[src/rtl/cdr_pkg.sv]
// Shared CDR definitions: phase-controller FSM states and default loop parameters.
package cdr_pkg;

    typedef enum logic {
        PC_ACQ   = 1'b0,
        PC_TRACK = 1'b1
    } pc_state_t;

    localparam int unsigned PC_PW        = 6;
    localparam int unsigned PC_RST_PHASE = 8;
    localparam int unsigned PC_ACQ_TH    = 1;
    localparam int unsigned PC_TRK_TH    = 4;
    localparam int unsigned PC_AW        = 4;
    localparam int unsigned PC_LOCK_WIN  = 16;
    localparam int unsigned PC_FW        = 8;

endpackage : cdr_pkg

[src/rtl/lock_det.sv]
// Lock detector: counts consecutive direction-alternating (dither) phase steps.
// Ports:
//   clk_cont, rst   : clock, async active-high reset
//   clr             : synchronous clear (pointer load)
//   step, dir       : a phase step happened this cycle, dir=1 means up
//   run_nxt_c       : combinational next value of the run counter
//   locked          : registered, run >= LOCK_WIN
module lock_det #(
    parameter int unsigned LOCK_WIN = 16,
    parameter int unsigned RW       = $clog2(LOCK_WIN + 1)
) (
    input  logic          clk_cont,
    input  logic          rst,
    input  logic          clr,
    input  logic          step,
    input  logic          dir,
    output logic [RW-1:0] run_nxt_c,
    output logic          locked
);

    logic [RW-1:0] run;
    logic          last_dir;
    logic          have_dir;   // cleared until the first step after reset/clear

    // Alternating step extends the run (saturating); a repeat or the first step restarts it.
    always_comb begin
        run_nxt_c = run;
        if (clr) begin
            run_nxt_c = '0;
        end else if (step) begin
            if (have_dir && (dir != last_dir)) begin
                run_nxt_c = (run == RW'(LOCK_WIN)) ? run : run + RW'(1);
            end else begin
                run_nxt_c = '0;
            end
        end
    end

    always_ff @(posedge clk_cont or posedge rst) begin
        if (rst) begin
            run      <= '0;
            last_dir <= 1'b0;
            have_dir <= 1'b0;
            locked   <= 1'b0;
        end else begin
            run    <= run_nxt_c;
            locked <= (run_nxt_c >= RW'(LOCK_WIN));
            if (clr) begin
                have_dir <= 1'b0;
            end else if (step) begin
                last_dir <= dir;
                have_dir <= 1'b1;
            end
        end
    end

endmodule : lock_det

[src/rtl/pi_phase_ctrl.sv]
// Bang-bang CDR loop filter and phase-interpolator pointer.
// Votes pass through a threshold accumulator (gain set by ACQ/TRACK state) and
// step a circular PW-bit pointer; lock is declared after LOCK_WIN dither steps.
// Optional feature macro: SECOND_ORDER_EN adds a frequency integrator (freq)
// and phase accumulator (facc) whose overflow contributes extra pointer steps.
// Ports:
//   clk_cont, rst     : clock, async active-high reset
//   up, down          : phase votes (both high counts as no vote)
//   hold              : freeze the whole loop
//   load, load_val    : synchronous pointer load (highest priority)
//   vs                : registered interpolator phase select
//   step_up, step_dn  : registered one-cycle pulses, sign of this cycle's pointer change
//   locked            : registered lock indicator
module pi_phase_ctrl
    import cdr_pkg::*;
#(
    parameter int unsigned PW        = PC_PW,
    parameter int unsigned RST_PHASE = PC_RST_PHASE,
    parameter int unsigned ACQ_TH    = PC_ACQ_TH,
    parameter int unsigned TRK_TH    = PC_TRK_TH,
    parameter int unsigned AW        = PC_AW,
    parameter int unsigned LOCK_WIN  = PC_LOCK_WIN
`ifdef SECOND_ORDER_EN
    ,
    parameter int unsigned FW        = PC_FW
`endif
) (
    input  logic          clk_cont,
    input  logic          rst,
    input  logic          up,
    input  logic          down,
    input  logic          hold,
    input  logic          load,
    input  logic [PW-1:0] load_val,
    output logic [PW-1:0] vs,
    output logic          step_up,
    output logic          step_dn,
    output logic          locked
);

    localparam int unsigned RW = $clog2(LOCK_WIN + 1);

    pc_state_t            state, state_nxt;
    logic signed [AW-1:0] acc, acc_nxt, nacc, vote, th;
    logic [PW-1:0]        vs_nxt;
    logic                 step_up_nxt, step_dn_nxt;
    logic                 p_up_c, p_dn_c;
    logic signed [2:0]    prop_c, fstep_c, net_c;
    logic [RW-1:0]        run_nxt_c;

    // Proportional path: vote into accumulator, compare against state-dependent threshold.
    always_comb begin
        vote = '0;
        if (up && !down)      vote = AW'(1);
        else if (down && !up) vote = -AW'(1);
        nacc   = acc + vote;
        th     = (state == PC_ACQ) ? AW'(ACQ_TH) : AW'(TRK_TH);
        p_up_c = 1'b0;
        p_dn_c = 1'b0;
        if (!load && !hold) begin
            if (nacc >= th)       p_up_c = 1'b1;
            else if (nacc <= -th) p_dn_c = 1'b1;
        end
        prop_c = p_up_c ? 3'sd1 : (p_dn_c ? -3'sd1 : 3'sd0);
        net_c  = prop_c + fstep_c;
    end

    lock_det #(
        .LOCK_WIN (LOCK_WIN),
        .RW       (RW)
    ) u_lock_det (
        .clk_cont  (clk_cont),
        .rst       (rst),
        .clr       (load),
        .step      (p_up_c | p_dn_c),
        .dir       (p_up_c),
        .run_nxt_c (run_nxt_c),
        .locked    (locked)
    );

`ifdef SECOND_ORDER_EN
    localparam logic signed [FW-1:0] F_MAX  = FW'(2**(FW-1) - 1);
    localparam logic signed [FW+1:0] F_SPAN = (FW+2)'(2**FW);

    logic signed [FW-1:0] freq, freq_nxt;
    logic signed [FW:0]   facc, facc_nxt;
    logic signed [FW+1:0] fsum;

    // Frequency integrator follows proportional steps; facc overflow yields an extra step.
    always_comb begin
        freq_nxt = freq;
        facc_nxt = facc;
        fstep_c  = 3'sd0;
        fsum     = (FW+2)'(facc) + (FW+2)'(freq);
        if (load) begin
            facc_nxt = '0;
        end else if (!hold) begin
            if (p_up_c && (freq != F_MAX))       freq_nxt = freq + FW'(1);
            else if (p_dn_c && (freq != -F_MAX)) freq_nxt = freq - FW'(1);
            if (fsum >= F_SPAN) begin
                facc_nxt = (FW+1)'(fsum - F_SPAN);
                fstep_c  = 3'sd1;
            end else if (fsum <= -F_SPAN) begin
                facc_nxt = (FW+1)'(fsum + F_SPAN);
                fstep_c  = -3'sd1;
            end else begin
                facc_nxt = (FW+1)'(fsum);
            end
        end
    end

    always_ff @(posedge clk_cont or posedge rst) begin
        if (rst) begin
            freq <= '0;
            facc <= '0;
        end else begin
            freq <= freq_nxt;
            facc <= facc_nxt;
        end
    end
`else
    assign fstep_c = 3'sd0;
`endif

    // Next-state and next-output logic: load > hold > normal.
    always_comb begin
        state_nxt   = state;
        acc_nxt     = acc;
        vs_nxt      = vs;
        step_up_nxt = 1'b0;
        step_dn_nxt = 1'b0;
        if (load) begin
            vs_nxt    = load_val;
            acc_nxt   = '0;
            state_nxt = PC_ACQ;
        end else if (!hold) begin
            acc_nxt     = (p_up_c || p_dn_c) ? '0 : nacc;
            vs_nxt      = vs + PW'(net_c);
            step_up_nxt = (net_c > 3'sd0);
            step_dn_nxt = (net_c < 3'sd0);
            if (run_nxt_c == RW'(LOCK_WIN))              state_nxt = PC_TRACK;
            else if ((p_up_c || p_dn_c) && run_nxt_c == '0) state_nxt = PC_ACQ;
            if (state_nxt != state) acc_nxt = '0;
        end
    end

    always_ff @(posedge clk_cont or posedge rst) begin
        if (rst) begin
            state   <= PC_ACQ;
            acc     <= '0;
            vs      <= PW'(RST_PHASE);
            step_up <= 1'b0;
            step_dn <= 1'b0;
        end else begin
            state   <= state_nxt;
            acc     <= acc_nxt;
            vs      <= vs_nxt;
            step_up <= step_up_nxt;
            step_dn <= step_dn_nxt;
        end
    end

endmodule : pi_phase_ctrl

[config.mk]
export PLATFORM = sky130hd
export DESIGN_NAME = pi_phase_ctrl
export DESIGN_NICKNAME = d
export VERILOG_FILES = /design/src/rtl/cdr_pkg.sv /design/src/rtl/lock_det.sv /design/src/rtl/pi_phase_ctrl.sv
export SDC_FILE = /design/constraint.sdc
export NUM_CORES = 1
export LEC_CHECK = 0
export ABC_AREA = 1
export CAP_MARGIN = 30
export CORE_MARGIN = 8
export CORE_UTILIZATION = 59
export CTS_CLUSTER_DIAMETER = 40
export DETAILED_ROUTE_END_ITERATION = 6
export GPL_TIMING_DRIVEN = 0
export PLACE_DENSITY_LB_ADDON = 0.25
export SETUP_SLACK_MARGIN = 0.15
export SYNTH_ARGS = -nofsm -noshare
export SYNTH_HDL_FRONTEND = slang
export SYNTH_SLANG_ARGS = --single-unit
export TNS_END_PERCENT = 30
[constraint.sdc]
create_clock -name clk_cont -period 6.3 [get_ports clk_cont]
set_input_delay 1.26 -clock clk_cont [delete_from_list [all_inputs] [get_ports clk_cont]]
set_output_delay 1.26 -clock clk_cont [all_outputs]
set_load 0.1 [all_outputs]
==> results.ini, run 1 <==
[placement]
dp_hpwl_um = 2631
finalWeightedCongestion = 0.8395
io_buffers = 19
post_dp_cell_area_sq_mm = 0.001852
placed_cells = 254
dp_slack_ps = 1023

[route]
viasPerCell = 5.244
drc = 0
dr.pass1.iters = 4
first_iter_violations = 63
routed-via-count = 1353
finalWirelength_um = 3310
wire_per_inst_um = 12.83
ant_nets = 0

[hold_path]
hold_start = acc[0]
hp-class = flop to flop

[setup_path]
startpoint_type = primary input
crit_end = vs[4]
rr_worst_depth = 19
crit_fanout = 10
r2r_end = vs[4]
path_class = primary input to flop
r2r_start = acc[0]
worst-r2r-setup-slack_ps = 2720
startpoint = up
cp_data_required_time_ps = 6540
worstPathArrival_ps = 5210
crit_path_end_kind = flop

[global_route]
grt_max_degree = 22
grt_antenna_before_repair = 0
grt_pass1_vias = 1417
track_usage_pct = 16.16
overflow = 0
grt_pass1_wl_um = 5913

[timing]
clock_skew_ps = 7.144
tightest_slew_ps = 972.2
fin_crit_ps = 4970
worst_slack_ps = 1331
whs_ps = 509.8
tns_ps = 0
finalMaxSlewViolations = 0
worst_slew_margin_rel_pct = 34.98
final-setup-viol-count = 0
finalCritPeriodShare_pct = 78.88
fmax_mhz = 201.2
rsz0062_at_grt = false
hold_viol_final = 0

[die]
dieArea_sq_mm = 0.004685
num_rows = 19
die_h_um = 68.45
pin_count = 21
die_x_um = 68.45
start_util_pct = 60.41
coreArea_sq_mm = 0.002686

[clock_tree]
cts_hold_buf = 0
cts_root_buf = clkbuf_4
cts_buffers = 3
cts.sinks = 21
clk_pin_slew_ps = 120
cts_resized = 0
clk_latency_ps = 320
cts_tree = yes
post_cts_buffers = 0
htree_levels = 1
cts.path.max_buffers = 2

[pwr]
p_total_mw = 0.4178
internal_power_mw = 0.2357
combPwrFrac_pct = 44.7
peakVddDrop_uv = 143.2
power.share.sequential_pct = 38.6
leakagePower_nw = 0.9657
p_sw_mw = 0.1821
swShare_pct = 43.59
clkPwrFrac_pct = 16.7
powerDensity_mw_per_mm2 = 222.5

[status]
status = finished clean

[synth]
synth.avg_cell_area_sq_um = 7.955
ys_types = 33
synth_top_flop_cell = dfrtp_1
ys_ff_latch = 21
ys_warn_count = 0
syn_nets = 232
ys_seq_area_share_pct = 32.46
async_flop_share_pct = 100.0
syn_inst = 204
synth_edf_count = 0
syn_area_sq_mm = 0.001623

[final_layout]
antenna_cells = 0
final_area_sq_mm = 0.001878
fill_cells = 212
nets = 256
final_cell_mix = 52 x nand2_1, 30 x inv_1, 20 x dfrtp_1
drive_gt1_share_pct = 18.50
areaGrowthSynthToFinish_pct = 15.73
final_common_cell = nand2_1
final_util_pct = 69.91
final_cell_count_no_fill = 258

[run]
max-cap-violations = 0

==> power groups by stage <==
| stage | Combinational [mW] | Sequential [mW] | Clock [mW] |
|---|---|---|---|
| final | 0.187 | 0.161 | 0.0698 |
| after global routing | 0.205 | 0.163 | 0.0762 |
| after CTS | 0.187 | 0.161 | 0.0728 |
| after detailed placement | 0.187 | 0.164 | 0 |
| after global placement | 0.181 | 0.163 | 0 |
| after floorplan | 0.0983 | 0.210 | 0 |
==> cell families (layout without fill, tap and decap cells) <==
logic type	Yosys count	count (layout)	share of synthesized area (%)
AND/OR/NAND/NOR	108	108	33.93
buffers and inverters	37	60	10.25
flip-flops	21	21	32.46
adder cells (fa/ha/maj)	16	16	13.26
AO/OA/AOI/OAI	16	16	6.400
XOR/XNOR	6	6	3.701
==> Yosys cell counts (3+ instances only) <==
library cell	instances	area (sq um)
nand2_1	52	195.2
nand2_2	11	68.82
nand3_2	5	50.05
a21oi_1	6	30.03
o211ai_1	4	30.03
nand2_4	3	33.78
nor3_1	3	15.01
dfrtp_1	20	500.5
nor2_1	10	37.54
ha_1	14	175.2
inv_1	30	112.6
xor2_1	4	35.03
nand3_1	14	70.07
nor2_2	6	37.54
==> layer usage <==
layer	track usage [%]	wire length (um)
met5	0	0
met4	6.905	69
met2	27.29	1630
met1	19.51	1476
met3	3.110	134
==> sequential cells by signal, summed over array words and instances (netlist names) <==
name                 count
u_lock_det.last_dir      1
u_lock_det.run           5
u_lock_det.locked        1
step_up                  1
vs                       6
state                    1
step_dn                  1
u_lock_det.have_dir      1
acc                      4
==> layout make-up <==
class	count	area (sq um)	share of cell area, %
flip-flops and latches	21	526.8	28.05
repair buffers	19	190.2	10.13
clock buffers	4	26.28	1.399
plain buffers	3	35.03	1.865
well taps	31	38.79	2.065
multi-input cells	146	929.6	49.50
inverters	34	131.4	6.995
==> worst max-delay path, cell delays in order <==
cell,delay [ps]
clkdlybuf4s50_1,460
inv_1,40
ha_1,270
inv_1,50
ha_1,140
inv_1,50
fa_1,540
inv_1,60
ha_1,290
inv_1,60
o21bai_1,70
nand3_2,110
nand3_4,140
nand2_4,120
buf_12,130
ha_1,190
inv_1,60
fa_1,380
or2_2,320
nand2_1,70
a21oi_1,80
xor2_1,150
o211ai_1,160
==> how the worst min path moves through the flow <==
stage | endpoint | slack, ps | cells past startpoint
after global placement | acc[0] | 480 | 2
after CTS | acc[0] | 510 | 2
after global routing | acc[0] | 560 | 2
final | acc[0] | 510 | 2
after floorplan | acc[0] | 460 | 2
after detailed placement | acc[0] | 480 | 2
Note: power is estimated with default switching activity, not from simulation.
==> run 2: changes to the inputs <==
Settings changed: CORE_UTILIZATION 59 to 50.
Clock period 6.3 ns to 4.2 ns, I/O delays scaled along.
==> run 2 against run 1 <==
Non-clock buffer count grew 15. Critical path depth shrank 1. Register-to-register slack got worse by 1700 ps. First-iteration DRC count up 9.5%. Combinational power up 76%. Global-route usage decreased by 0.77 points. Critical path type unchanged. Design area rose by 12%. Worst hold slack gained 3.9 ps. Routed wire length increased by 9.6%. Clock skew down 5.8 ps. Via count rose by 4.2%.
==> results.ini, run 2 (same netlist as run 1, synthesis figures left out) <==
[placement]
placed_cells = 267
dp_hpwl_um = 2594
finalWeightedCongestion = 0.8179
io_buffers = 19
dp_slack_ps = -540.1

[timing]
worst_slack_ps = 297.8
worst_slew_margin_rel_pct = 34.04
finalCritPeriodShare_pct = 92.91
final-setup-viol-count = 0
finalMaxSlewViolations = 0
fin_crit_ps = 3902
tightest_slew_ps = 986.4
clock_skew_ps = 1.356
rsz0062_at_grt = true
fmax_mhz = 256.3
hold_viol_final = 0

[pwr]
leakagePower_nw = 1.044
peakVddDrop_uv = 159.4
powerDensity_mw_per_mm2 = 321.2
p_total_mw = 0.6736

[die]
dieArea_sq_mm = 0.005325
start_util_pct = 52.72
die_x_um = 72.97
die_h_um = 72.97
num_rows = 20
pin_count = 21
coreArea_sq_mm = 0.003078

[global_route]
use_met3_pct = 3.297
busiest_layer = met2
grt_antenna_before_repair = 0
track_usage_pct = 15.39
overflow = 0
met1_usage_pct = 17.34
grt_pass1_wl_um = 6582
grt_use_met2_pct = 27.83
grt_max_degree = 22
grt_pass1_vias = 1490

[final_layout]
largest_register_ffs = 6
multiInputGateArea_sq_mm = 0.001016
fill_cells = 252
final_cell_mix = 50 x nand2_1, 25 x inv_1, 20 x dfrtp_1
regArea_sq_um = 526.8
final_util_pct = 68.13
nets = 271
antenna_cells = 0
areaGrowthSynthToFinish_pct = 29.22
reg_top3 = vs: 6 flops, u_lock_det.run: 5 flops, acc: 4 flops
final_cell_count_no_fill = 286
final_common_cell = nand2_1
drive_gt1_share_pct = 30.99
largest_register = vs

[status]
status = finished clean

[route]
finalWirelength_um = 3627
drc = 0
ant_nets = 0
viasPerCell = 4.930
first_iter_violations = 69
routed-via-count = 1410
dr.pass1.iters = 4
wire_per_inst_um = 12.68

[clock_tree]
clk_latency_ps = 310
cts_root_buf = clkbuf_4
cts_hold_buf = 0
cts.path.max_buffers = 2
cts_tree = yes
cts.sinks = 21
clk_pin_slew_ps = 120
cts_buffers = 3
htree_levels = 1

[setup_path]
worstPathArrival_ps = 4140
cp_data_required_time_ps = 4440
path_class = primary input to flop
startpoint_type = primary input
crit_path_end_kind = flop
crit_fanout = 4

[run]
max-cap-violations = 0

[hold_path]
hp-class = flop to flop

-- run 2: cell types whose count changed in the layout (fill, tap and decap cells not counted), moves of 3 or more --
cell | before | now
buf_4 | 0 | 15
a21oi_2 | 1 | 4
inv_1 | 30 | 25
inv_2 | 2 | 5
ha_1 | 14 | 11
a21oi_1 | 6 | 3
-- run 2: repair_timing --
item | in CTS | in global routing
setup endpoints to repair | 5 | 7
pin swaps | 18 | 10
buffers inserted | 14 | 1
gates resized for setup | 16 | 6
hold endpoints to repair | 0 | 0
-- run 2: area by class of cell --
class	count	share of cell area, %
plain buffers	3	1.671
clock buffers	3	1.074
clock inverters	1	0.2387
inverters	34	6.504
multi-input cells	146	48.45
flip-flops and latches	21	25.12
well taps	44	2.625
repair buffers	34	14.32
-- run 2: power breakdown --
group / switching [mW] / internal (mW)
registers: 0.0183 / 0.224
logic: 0.207 / 0.122
clock network: 0.0664 / 0.0356
-- run 2: through the flow --
step           hold slack, ps  instance area [sq um]  setup TNS, ps
5_1_grt                 548.4                   2097              0
3_5_place_dp            485.7                   1878          -2336
4_1_cts                 518.0                   2049              0
3_3_place_gp            476.6                   1878          -2189
2_1_floorplan           455.3                   1633              0
6_report                513.7                   2097              0
-- run 2: path summary, 6_finish.rpt --
path / start / to / slack, ps / cells past startpoint
max: down / vs[4] / 300 / 22
min in group asynchronous: rst / vs[0] / 1000 / 2
min: acc[2] / acc[2] / 510 / 2
min reg2reg: acc[2] / acc[2] / 510 / 2
max reg2reg: acc[0] / vs[4] / 990 / 19
max in group asynchronous: rst / u_lock_det.last_dir / 2670 / 2
-- run 2: worst max-delay path: stages --
cell and delay, ps:
dlygate4sd2_1 230, ha_1 280, inv_1 60, ha_2 180, inv_2 40, fa_2 550, inv_2 50, ha_4 220
inv_4 60, o21bai_4 70, nand3_4 100, nand3_4 110, nand2_4 110, buf_12 100, ha_4 140, inv_2 40
fa_2 340, or2_4 240, nand2_2 70, a21oi_2 50, xor2_1 130, o211ai_1 150
-- run 2: layer usage --
layer,up-vias,share of wire (%),wire [um]
met3,6,3.9,142
met2,23,51,1861
met4,0,1.2,44
li1,720,-,-
met5,-,0,0
met1,661,44,1578
